==> src/rtl/rr_arb_mux.sv <==
// rr_arb_mux: N-input registered selector with per-channel valid/ready and a
// round-robin (or fixed lowest-index) arbiter feeding one output register.
//
// Handshake rules, identical on every channel and on the output side:
//   a transfer happens on a rising clk edge where valid and ready are both 1;
//   ready may depend on valid but never on data; a producer may hold or drop
//   valid while ready is low without side effects.
// The output register reloads whenever it is empty or being drained
// (load_en = !out_valid || out_ready), so a new payload can be captured on the
// same edge that the old one leaves, giving one transfer per cycle.
module rr_arb_mux #(
  parameter int  NUM_INPUTS  = 4,
  parameter int  DATA_WIDTH  = 32,
  parameter int  ROUND_ROBIN = 1,
  localparam int SEL_WIDTH   = $clog2(NUM_INPUTS)
) (
  input  logic                             clk,
  input  logic                             rst_n,
  input  logic [NUM_INPUTS-1:0]            in_valid,
  input  logic [NUM_INPUTS*DATA_WIDTH-1:0] in_data,
  output logic [NUM_INPUTS-1:0]            in_ready,
  output logic                             out_valid,
  output logic [DATA_WIDTH-1:0]            out_data,
  output logic [SEL_WIDTH-1:0]             out_sel,
  input  logic                             out_ready
);

  localparam logic [SEL_WIDTH-1:0] LAST_IDX = SEL_WIDTH'(NUM_INPUTS - 1);

  // Registered state
  logic [SEL_WIDTH-1:0]  ptr_q,       ptr_d;
  logic                  out_valid_q, out_valid_d;
  logic [DATA_WIDTH-1:0] out_data_q,  out_data_d;
  logic [SEL_WIDTH-1:0]  out_sel_q,   out_sel_d;

  // Arbitration results
  logic                  load_en;
  logic                  grant_found;
  logic [SEL_WIDTH-1:0]  grant_idx;
  logic [DATA_WIDTH-1:0] grant_data;
  logic                  xfer;
  int                    scan_base;
  int                    scan_cand;

  // Output register may accept a new payload when empty or being drained
  always_comb begin
    load_en = !out_valid_q || out_ready;
  end

  // Scan channels from the priority base upward with wrap; first valid wins
  always_comb begin
    grant_found = 1'b0;
    grant_idx   = '0;
    grant_data  = '0;
    scan_cand   = 0;
    scan_base   = (ROUND_ROBIN != 0) ? int'(ptr_q) : 0;
    for (int k = 0; k < NUM_INPUTS; k++) begin
      scan_cand = scan_base + k;
      if (scan_cand >= NUM_INPUTS) begin
        scan_cand = scan_cand - NUM_INPUTS;
      end
      if (!grant_found && in_valid[scan_cand]) begin
        grant_found = 1'b1;
        grant_idx   = SEL_WIDTH'(scan_cand);
        grant_data  = in_data[scan_cand*DATA_WIDTH +: DATA_WIDTH];
      end
    end
  end

  // One-hot ready to the winner only when the output can load; silent in reset
  always_comb begin
    in_ready = '0;
    if (rst_n && load_en && grant_found) begin
      in_ready[grant_idx] = 1'b1;
    end
  end

  // A transfer occurs exactly when the winner is offered ready
  always_comb begin
    xfer = load_en && grant_found;
  end

  // Next-state for output register and rotating priority pointer
  always_comb begin
    out_valid_d = out_valid_q;
    out_data_d  = out_data_q;
    out_sel_d   = out_sel_q;
    ptr_d       = ptr_q;
    if (load_en) begin
      // Empty or drained with nothing new: output goes idle, payload held
      out_valid_d = grant_found;
    end
    if (xfer) begin
      out_data_d = grant_data;
      out_sel_d  = grant_idx;
      // Pointer moves just past the winner so it has lowest priority next
      if (grant_idx == LAST_IDX) begin
        ptr_d = '0;
      end else begin
        ptr_d = grant_idx + SEL_WIDTH'(1);
      end
    end
  end

  // State registers with asynchronous active-low reset
  always_ff @(posedge clk or negedge rst_n) begin
    if (!rst_n) begin
      ptr_q       <= '0;
      out_valid_q <= 1'b0;
      out_data_q  <= '0;
      out_sel_q   <= '0;
    end else begin
      ptr_q       <= ptr_d;
      out_valid_q <= out_valid_d;
      out_data_q  <= out_data_d;
      out_sel_q   <= out_sel_d;
    end
  end

  assign out_valid = out_valid_q;
  assign out_data  = out_data_q;
  assign out_sel   = out_sel_q;

endmodule
==> config.mk <==
export PLATFORM = sky130hd
export DESIGN_NAME = rr_arb_mux
export DESIGN_NICKNAME = d
export VERILOG_FILES = /design/src/rtl/rr_arb_mux.sv
export SDC_FILE = /design/constraint.sdc
export NUM_CORES = 1
export LEC_CHECK = 0
export ABC_AREA = 1
export ABC_CLOCK_PERIOD_IN_PS = 7500
export CORE_ASPECT_RATIO = 0.8
export CORE_MARGIN = 5
export CORE_UTILIZATION = 45
export CTS_CLUSTER_SIZE = 28
export DETAILED_ROUTE_END_ITERATION = 7
export HOLD_SLACK_MARGIN = 0.15
export PLACE_DENSITY = 0.83
export SETUP_SLACK_MARGIN = 0.2
export SLEW_MARGIN = 10
export SYNTH_ARGS = -nofsm -noshare
export SYNTH_HDL_FRONTEND = slang
export SYNTH_SLANG_ARGS = --single-unit
==> constraint.sdc <==
create_clock -name clk -period 7.5 [get_ports clk]
set_clock_uncertainty 0.15 [all_clocks]
set_input_delay 1.125 -clock clk [delete_from_list [all_inputs] [get_ports clk]]
set_output_delay 1.125 -clock clk [all_outputs]
set_load 0.01 [all_outputs]
# After elaboration in Yosys (flattened, before gate mapping)
# Cells that the tools add are included.
# Widths: inputs -> output; s select.
[classes]
addsub = 8
n_lt_le_gt_ge = 10
eq_ne = 1
shifts = 4
n_mux = 32
reduce_logical = 12
[op_table]
columns = ["op", "n"]
rows = [
  ["$shiftx 128x32->32", 4],
  ["$mux 32", 8],
  ["$lt 32x4->1 const B", 4],
  ["$mux 1", 13],
  ["$sub 3x3->4 const B", 3],
  ["$mux 2", 5],
  ["$ge 3x3->1 const B", 3],
  ["$bmux 1 s2", 4],
  ["$logic_and 1x1->1", 7],
  ["$add 2x2->3 const B", 2],
  ["$logic_not 1->1", 4],
  ["$mux 4", 1],
  ["$sub 2x3->4 const B", 1],
  ["$add 2x1->3 const B", 1],
  ["$ge 2x3->1 const B", 1],
  ["$lt 2x3->1 const B", 1],
  ["$add 2x1->2 const B", 1],
  ["$demux 1 s2", 1],
  ["$eq 2x2->1 const B", 1],
  ["$ge 2x1->1 const B", 1],
  ["$logic_or 1x1->1", 1],
]
[totals]
ff_bits = 37
out_inout_bits = 39

# Logic depth before layout (Yosys ltp)
# Gate-level depths: netlist (run 1).
[logic_depth]
word_depth = 20
mapped_depth = 18

# Worst setup path after synthesis (run 1)
# No wires, ideal clock.
[synth_path]
path_kind = "register to output"
from = "register ptr_q[1]"
to = "output port in_ready[0]"
t_arrival_ps = 2471
setup_slack_ps = 3754
path_stages_with_launch = 16
n_path_buf = 3
path_cell_list = "dfrtp_1 > buf_2 > inv_2 > clkbuf_1 > ha_1 > clkbuf_1 > inv_1 > nand3_1 > nand2_1 > nor2_4 > a21boi_0 > nand3_1 > inv_1 > ha_1 > inv_1 > nor2_1"
[synth_via]
elab_chain_len = 20
elab_cells_between_ends = 48
classes_between = "add/sub: 7; order compare: 6; mux: 27; reduce/logical: 8"
[synth_rtl]
columns = ["item", "line", "text"]
rows = [
  ["start: declaration", "31", "logic [SEL_WIDTH-1:0] ptr_q, ptr_d;"],
  ["start signal: assignment", "113", "ptr_q <= ptr_d;"],
  ["branches (longest 14 deep; another with $sub 3x3->4)", "n/a", ""],
  ["$mux 2 *", "62", "if (!grant_found && in_valid[scan_cand]) begin"],
  ["via grant_idx[1]", "39", "logic [SEL_WIDTH-1:0] grant_idx;"],
  ["$lt 2x3->1 (not written as such) / $ge 2x1->1 (equally long branches)", "74", "in_ready[grant_idx] = 1'b1;"],
  ["$logic_and 1x1->1 (not written as such)", "74", ""],
  ["$mux 1 (not written as such)", "74", ""],
  ["$demux 1 s2 *", "74", ""],
  ["$mux 4 *", "73", "if (rst_n && load_en && grant_found) begin"],
  ["end: declaration", "21", "output logic [NUM_INPUTS-1:0] in_ready,"],
]
# Mark *: on every way through the listed nets, which the timed path passes. The select of a mux whose other input is x is not followed.

# Worst setup path in the final report (run 1)
[layout_path]
from = "input port in_valid[3]"
to = "output port in_ready[0]"
[layout_via]
elab_chain_len = 18
elab_cells_between_ends = 33
classes_between = "order compare: 2; mux: 23; reduce/logical: 8"
[layout_rtl]
columns = ["item", "line", "text"]
rows = [
  ["start: declaration", "19", "input logic [NUM_INPUTS-1:0] in_valid,"],
  ["$bmux 1 s2", "62", ""],
  ["$mux 1 (not written as such) (2 in a row)", "62", ""],
  ["$mux 1", "62", ""],
  ["$logic_not 1->1", "62", ""],
  ["$logic_and 1x1->1", "62", ""],
  ["$mux 1", "62", ""],
  ["$logic_not 1->1", "62", ""],
  ["$logic_and 1x1->1", "62", ""],
  ["$mux 1", "62", ""],
  ["$logic_not 1->1", "62", ""],
  ["$logic_and 1x1->1", "62", ""],
  ["$mux 2", "62", ""],
  ["$lt 2x3->1 (not written as such) / $ge 2x1->1 (equally long branches)", "74", ""],
  ["$logic_and 1x1->1 (not written as such)", "74", ""],
  ["$mux 1 (not written as such)", "74", ""],
  ["$demux 1 s2", "74", ""],
  ["$mux 4 *", "73", ""],
]
# Mark *: on every way between the ends. The rest lies on a longest branch, timed or not. The select of a mux whose other input is x is not followed.

==> summary.txt, run 1 <==
Status
  – Status: finished clean

Timing
  – Slew Limit Fails: 0
  – Max_slew headroom: 23.8%
  – Final hold viol count: 0
  – Crit share post-route: 83.1%
  – Max Freq: 160 MHz
  – RSZ-0062 raised after global routing: no
  – Fin crit period: 6.23 ns
  – Worst slew pin tran: 1.14 ns
  – Setup violators final: 0
  – Setup TNS Final: 0 ns

Floorplan
  – Initial core utilization: 46.1%
  – Num ports: ~170
  – Row Count: 39
  – Die area: 17200 um2
  – Die Wd: around 150 um
  – Chip height: ~120 um
  – Core area: 14300 um2

Clock network
  – CTS sink count: 37
  – H-tree levels: 2
  – Hold buffers post-CTS: 0
  – Post-CTS setup buffers: 0
  – CTS max path bufs: 2
  – Clock Latency Late Sink: 0.28 ns
  – CTS resizes: 0
  – CTS tree: yes
  – Inserted Clock Buffers: 5
  – Clk slew on worst S/H paths: 0.06 ns
  – Root Buffer: clkbuf_16

Setup path
  – Worst EP required: around 6.2 ns
  – RR Startpoint: ptr_q[0]$_DFFE_PN0P_
  – Reg2Reg Capture Point: ptr_q[1]$_DFFE_PN0P_
  – Crit Path Max Fanout: 39
  – Setup crit start: in_valid[3]
  – WP data arrival: 4.96 ns
  – Flop2flop setup slack: around 3.4 ns
  – Setup crit end: in_ready[0]
  – Crit path kind: in2out
  – Setup crit end kind: output pin
  – R2R depth: 12
  – Crit start category: input port

Detailed routing
  – Vias: 8660
  – 1st-pass router iterations: 6
  – DRC: 0
  – WL final: about 23000 um
  – Vias per inst: around 5.2
  – Routed wire length per instance: ~14 um
  – DRT antenna net count: 0
  – 1st-iter DRT viols: around 1000

Finish
  – ANT cells: 0
  – Fin nets: 1611
  – Share of cells above drive strength 1: around 2.2%
  – Register Area: 931 um2
  – Layout area overhead: 26.2%
  – Fin cells: 1652
  – Util after Layout: about three fifths
  – # fillers: 1451
  – Multi-input gate area: 4660 um2

Run
  – Max-Cap Viols: 0

Placement
  – PortBufs: 173
  – Dpl hpwl: 16300 um
  – Placer congestion estimate: 0.921
  – Placed cells: between 1500 and 2000

Power and ir drop
  – Power Density: 500 nW/um2
  – Maximum VDD drop: 0.342 mV
  – Static leakage: approximately 4.8 nW

Yosys
  – Register area share after synthesis: 14.0%
  – Netlist cell types: 25
  – Synthesis-stage register bit count: 37
  – Cells after Synth: 1368
  – Synth warn: 0
  – Post-Syn Area: around 6600 um2
  – Syn avg cell area: 4.84 um2
  – Cells taking the most area after synthesis: nand2_1 35%, nand3_1 18%, dfrtp_1 14%, inv_1 8.7%, nor2_1 6.4%
  – Area leader, netlist: nand2_1
  – Top cell type's share of synthesized area: a little over a third
  – Syn nets: 1512

Global route
  – Global-route wire length before repair: ~38000 um
  – Initial antenna violation count: 0
  – Total global-route track usage: 25.5%
  – Global route overflow: 0
  – Maximum number of pins on one net before global-route repair: 122
  – Number of global-route vias before repair: 7644

Hold path
  – Min-Delay Path Class: reg2reg
==> cell usage after synthesis, drive strengths merged <==
cell type and instances:
a21boi 1, a21oi 23, and2 12, buf 64
clkbuf 27, dfrtp 37, ha 9, inv 158
nand2 616, nand3 235, nand4 25, nor2 115
o21ai 46
==> per-layer routing <==
| layer | vias to the layer above | part of all wire, % | global-route usage (%) |
|---|---|---|---|
| li1 | 4434 | - | - |
| met1 | 3712 | 44 | 35.5 |
| met2 | 469 | 42 | 39.5 |
| met3 | 45 | 11 | 5.24 |
| met4 | 0 | 3.2 | 8.39 |
| met5 | - | 0 | 0 |
==> flip-flops by register name (all words and copies together) (netlist names) <==
| register | flops |
|---|---|
| ptr_q | 2 |
| out_data | 32 |
| out_valid | 1 |
| out_sel | 2 |
==> power by group <==
part           internal [mW]  total (mW)  switching [mW]
clock                  0.122       0.202          0.0799
combinational           1.18        3.57            2.39
sequential             0.311       0.399          0.0881
total                   1.61        4.17            2.56
==> cells in the final DEF, fill, tap and decap left out, drive strengths merged <==
master	instances
inv	158
o21ai	46
buf	11
clkinv	2
a21oi	23
nor2	115
a21boi	1
nand2	616
ha	9
clkbuf	6
clkdlybuf4s50	172
nand3	235
and2	12
dfrtp	37
nand4	25
==> cell families (layout without fill, tap and decap cells) <==
logic type,Yosys count,after routing,synth area share [%]
buf+inv,249,349,15.7
flops,37,37,14.0
simple gates,1003,1003,63.3
fa+ha+maj,9,9,1.70
compound gates,70,70,5.33
==> cell type report <==
class / instances / share of cell area [%]
clock buffers: 6 / 1.54
clock inverters: 2 / 0.120
inverters: 158 / 7.13
multi-input cells: 1082 / 55.7
flip-flops and latches: 37 / 11.1
well taps: 184 / 2.76
repair buffers: 183 / 21.6
==> worst max-delay path, stage by stage <==
cell and delay [ns]:
clkdlybuf4s50_1 0.53, inv_1 0.06, nand2_1 0.07, nand3_1 0.09
nand2_2 0.47, inv_2 0.36, nand4_1 0.22, nand2_2 0.42
inv_2 0.62, nand2_1 0.23, nor2_1 0.18, clkdlybuf4s50_1 0.56
==> metrics by stage <==
| step | area [um2] | setup slack, ns | hold WS, ns | power [mW] |
|---|---|---|---|---|
| global route | 8350 | 0.913 | 0.347 | 4.64 |
| finish | 8350 | 1.27 | 0.328 | 4.17 |
| detailed placement | 8220 | 1.33 | 0.315 | 3.90 |
| global placement | 8220 | 1.43 | 0.314 | 3.84 |
| floorplan | 6620 | 3.75 | 0.363 | 3.03 |
| CTS | 8350 | 1.28 | 0.330 | 4.12 |
==> worst min path at each step <==
| stage | end | cells past startpoint | startpoint | slack, ns |
|---|---|---|---|---|
| detailed placement | out_data[7]$_DFFE_PN0P_ | 2 | out_data[7]$_DFFE_PN0P_ | 0.31 |
| finish | out_data[4]$_DFFE_PN0P_ | 2 | out_data[4]$_DFFE_PN0P_ | 0.33 |
| global route | out_data[5]$_DFFE_PN0P_ | 2 | out_data[5]$_DFFE_PN0P_ | 0.35 |
| floorplan | out_data[16]$_DFFE_PN0P_ | 2 | out_data[16]$_DFFE_PN0P_ | 0.36 |
| global placement | out_data[2]$_DFFE_PN0P_ | 2 | out_data[2]$_DFFE_PN0P_ | 0.31 |
| CTS | out_data[7]$_DFFE_PN0P_ | 2 | out_data[7]$_DFFE_PN0P_ | 0.33 |
Note: power is estimated with default switching activity, not from simulation.
==> inputs of run 2 (changes only) <==
--- a/config.mk
+++ b/config.mk
@@ -6,14 +6,14 @@
 export NUM_CORES = 1
 export LEC_CHECK = 0
 export ABC_AREA = 1
-export ABC_CLOCK_PERIOD_IN_PS = 7500
+export ABC_CLOCK_PERIOD_IN_PS = 5300
 export CORE_ASPECT_RATIO = 0.8
 export CORE_MARGIN = 5
 export CORE_UTILIZATION = 45
 export CTS_CLUSTER_SIZE = 28
 export DETAILED_ROUTE_END_ITERATION = 7
 export HOLD_SLACK_MARGIN = 0.15
-export PLACE_DENSITY = 0.83
+export PLACE_DENSITY = 0.86
 export SETUP_SLACK_MARGIN = 0.2
 export SLEW_MARGIN = 10
 export SYNTH_ARGS = -nofsm -noshare
==> constraint.sdc (replaced) <==
create_clock -name clk -period 5.3 [get_ports clk]
set_clock_uncertainty 0.15 [all_clocks]
set_input_delay 0.795 -clock clk [delete_from_list [all_inputs] [get_ports clk]]
set_output_delay 0.795 -clock clk [all_outputs]
set_load 0.01 [all_outputs]
==> run 2 against run 1 <==
Effect of this change:
- final cell count grew 0.48%
- first-iteration DRC count shrank 8.0%
- power grew 43%
- largest power group unchanged
- design area grew 0.73%
- die area is the same
- critical path depth is the same
- flip-flop and latch count is the same
- hold slack lost 0.0011 ns
==> summary.txt, run 2 (same netlist as run 1, synthesis figures left out) <==
Status
  – Status: finished clean

Timing
  – Slew Limit Fails: 0
  – Max Freq: 208 MHz
  – Final hold viol count: 0
  – Worst slew pin tran: 0.866 ns
  – Setup TNS Final: 0 ns
  – Hold slack final: around 0.33 ns
  – RSZ-0062 raised after global routing: no
  – Crit share post-route: 90.7%
  – Setup violators final: 0
  – Max_slew headroom: 42.3%
  – Fin crit period: 4.81 ns

Clock network
  – Root Buffer: clkbuf_16
  – CTS tree: yes
  – Post-CTS setup buffers: 0
  – H-tree levels: 2
  – Inserted Clock Buffers: 5
  – CTS max path bufs: 2
  – Clk slew on worst S/H paths: 0.06 ns
  – Hold buffers post-CTS: 0
  – CTS sink count: 37
  – Clock Latency Late Sink: 0.28 ns

Global route
  – Total global-route track usage: about a quarter
  – Number of global-route vias before repair: ~8000
  – Initial antenna violation count: 0
  – Maximum number of pins on one net before global-route repair: 90
  – Global-route wire length before repair: 38100 um
  – Global route overflow: 0

Power and ir drop
  – Switching Fraction: 60.8%
  – Pint: 2.33 mW
  – Combinational power share: 86.0%
  – Power Total: 5.95 mW
  – Static leakage: 4.85 nW
  – Maximum VDD drop: roughly 0.42 mV
  – NetSw: 3.62 mW
  – Clk network pwr share: 4.8%
  – Flop pwr share: a little under a tenth
  – Power Density: 707 nW/um2

Detailed routing
  – DRT antenna net count: 0
  – Vias: 8800
  – Routed wire length per instance: 13.9 um
  – DRC: 0
  – 1st-iter DRT viols: 918
  – Vias per inst: about 5.3
  – WL final: 23200 um
  – 1st-pass router iterations: 7

Setup path
  – Worst path cell trace: inv_2 > ha_2 > clkinv_1 > nand3_1 > nand2_1 > nor2_4 > a21boi_0 > nand3_1 > ha_1 > inv_1 > nor2_1 > clkdlybuf4s50_1
  – CP Depth: 12
  – Worst path bufs/invs: 4
  – R2R depth: 11
  – WP data arrival: just under 4 ns
  – Top delay family on crit path: buffers and inverters
  – RR Startpoint: ptr_q[1]$_DFFE_PN0P_
  – Worst EP required: between 4 and 5 ns
  – Crit path kind: reg2out
  – Most frequent CP cell: nand3_1
  – Crit Path Max Fanout: 22
  – Worst path slowest cell: dfrtp_4
  – Flop2flop setup slack: between 1.5 and 2 ns
  – Setup crit end kind: output pin
  – Crit start category: register
  – Crit path largest cell delay: 0.58 ns
  – Reg2Reg Capture Point: ptr_q[1]$_DFFE_PN0P_

Finish
  – Max reg flops: 32
  – Util after Layout: 58.7%
  – Share of cells above drive strength 1: under 10%
  – Fin nets: around 1600
  – Most frequent cells in the layout: 613 x nand2_1, 234 x nand3_1, 172 x clkdlybuf4s50_1
  – Most common cell after layout, fill and taps aside: nand2_1
  – Layout area overhead: 27.2%
  – # fillers: approximately 1500
  – Design Area, Final: between 8000 and 9000 um2

Run
  – Max-Cap Viols: 0

Floorplan
  – Num ports: 174
  – Initial core utilization: 46.1%
  – Core area: 14300 um2
  – Die Wd: between 100 and 150 um
  – Die area: 17200 um2
  – Row Count: 39
  – Chip height: about 120 um

Placement
  – Placer congestion estimate: ~0.92
  – PortBufs: roughly 170
  – DP Area: 8270 um2
  – Dpl hpwl: 16600 um

Hold path
  – Hold endpoint: out_data[19]$_DFFE_PN0P_
  – WHS Path Cells: 2
  – HP Start: out_data[19]$_DFFE_PN0P_
  – Min-Delay Path Class: reg2reg
[run 2: cell count changes in the layout (fill, tap and decap cells not counted)]
cell / before / now
buf_4: 10 / 16
buf_6: 0 / 1
clkinv_1: 0 / 1
dfrtp_2: 1 / 0
dfrtp_4: 1 / 2
diode_2: 0 / 1
inv_1: 154 / 153
[run 2: how the worst max path moves through the flow]
| stage | from | to | slack (ns) |
|---|---|---|---|
| 2_1_floorplan | ptr_q[1]$_DFFE_PN0P_ | in_ready[0] | 1.88 |
| 3_3_place_gp | in_valid[3] | in_ready[0] | 0.84 |
| 3_5_place_dp | ptr_q[1]$_DFFE_PN0P_ | in_ready[2] | 0.73 |
| 4_1_cts | ptr_q[1]$_DFFE_PN0P_ | in_ready[2] | 0.41 |
| 5_1_grt | ptr_q[1]$_DFFE_PN0P_ | in_ready[2] | 0.30 |
| 6_report | ptr_q[1]$_DFFE_PN0P_ | in_ready[2] | 0.49 |
[run 2: worst reg2reg max path, delay by kind of cell, from the launching register on]
family | cells | cell delay, ns
buffers and inverters | 2 | 0.57
AO/OA/AOI/OAI | 1 | 0.15
AND/OR/NAND/NOR | 6 | 1.12
flip-flops | 1 | 0.58
adder cells (fa/ha/maj) | 2 | 0.71
[run 2: power by group through the flow]
stage / logic [mW] / registers (mW) / clock network (mW)
2_1_floorplan: 3.72 / 0.567 / 0
3_3_place_gp: 4.92 / 0.543 / 0
3_5_place_dp: 5.02 / 0.545 / 0
4_1_cts: 5.04 / 0.543 / 0.291
5_1_grt: 5.73 / 0.563 / 0.306
6_report: 5.12 / 0.546 / 0.286
[run 2: stage by stage]
stage	instances	setup WS [ns]
after floorplan	1368	1.88
after global placement	1651	0.837
after detailed placement	1651	0.733
after CTS	1659	0.411
after global routing	1659	0.304
final	1660	0.492
[run 2: what timing repair did]
item | 4_1_cts | 5_1_grt
setup endpoints to repair | 0 | 3
gates resized for setup | 0 | 2
hold endpoints to repair | 0 | 0
[run 2: metal layers]
| layer | vias up | share of wire [%] | track usage [%] |
|---|---|---|---|
| met4 | 0 | 2.6 | 7.63 |
| met3 | 37 | 11 | 4.97 |
| met2 | 441 | 44 | 40.6 |
| li1 | 4451 | - | - |
| met1 | 3871 | 43 | 36.0 |
| met5 | - | 0 | 0 |
[run 2: area by class of cell]
cell class | count | area [um2] | area share [%]
multi-input cells | 1082 | 4660 | 55.3
repair buffers | 190 | 1860 | 22.1
clock inverters | 2 | 10.0 | 0.119
well taps | 184 | 230 | 2.74
inverters | 158 | 596 | 7.08
clock buffers | 6 | 129 | 1.53
diodes | 1 | 2.50 | 0.0297
flip-flops and latches | 37 | 933 | 11.1
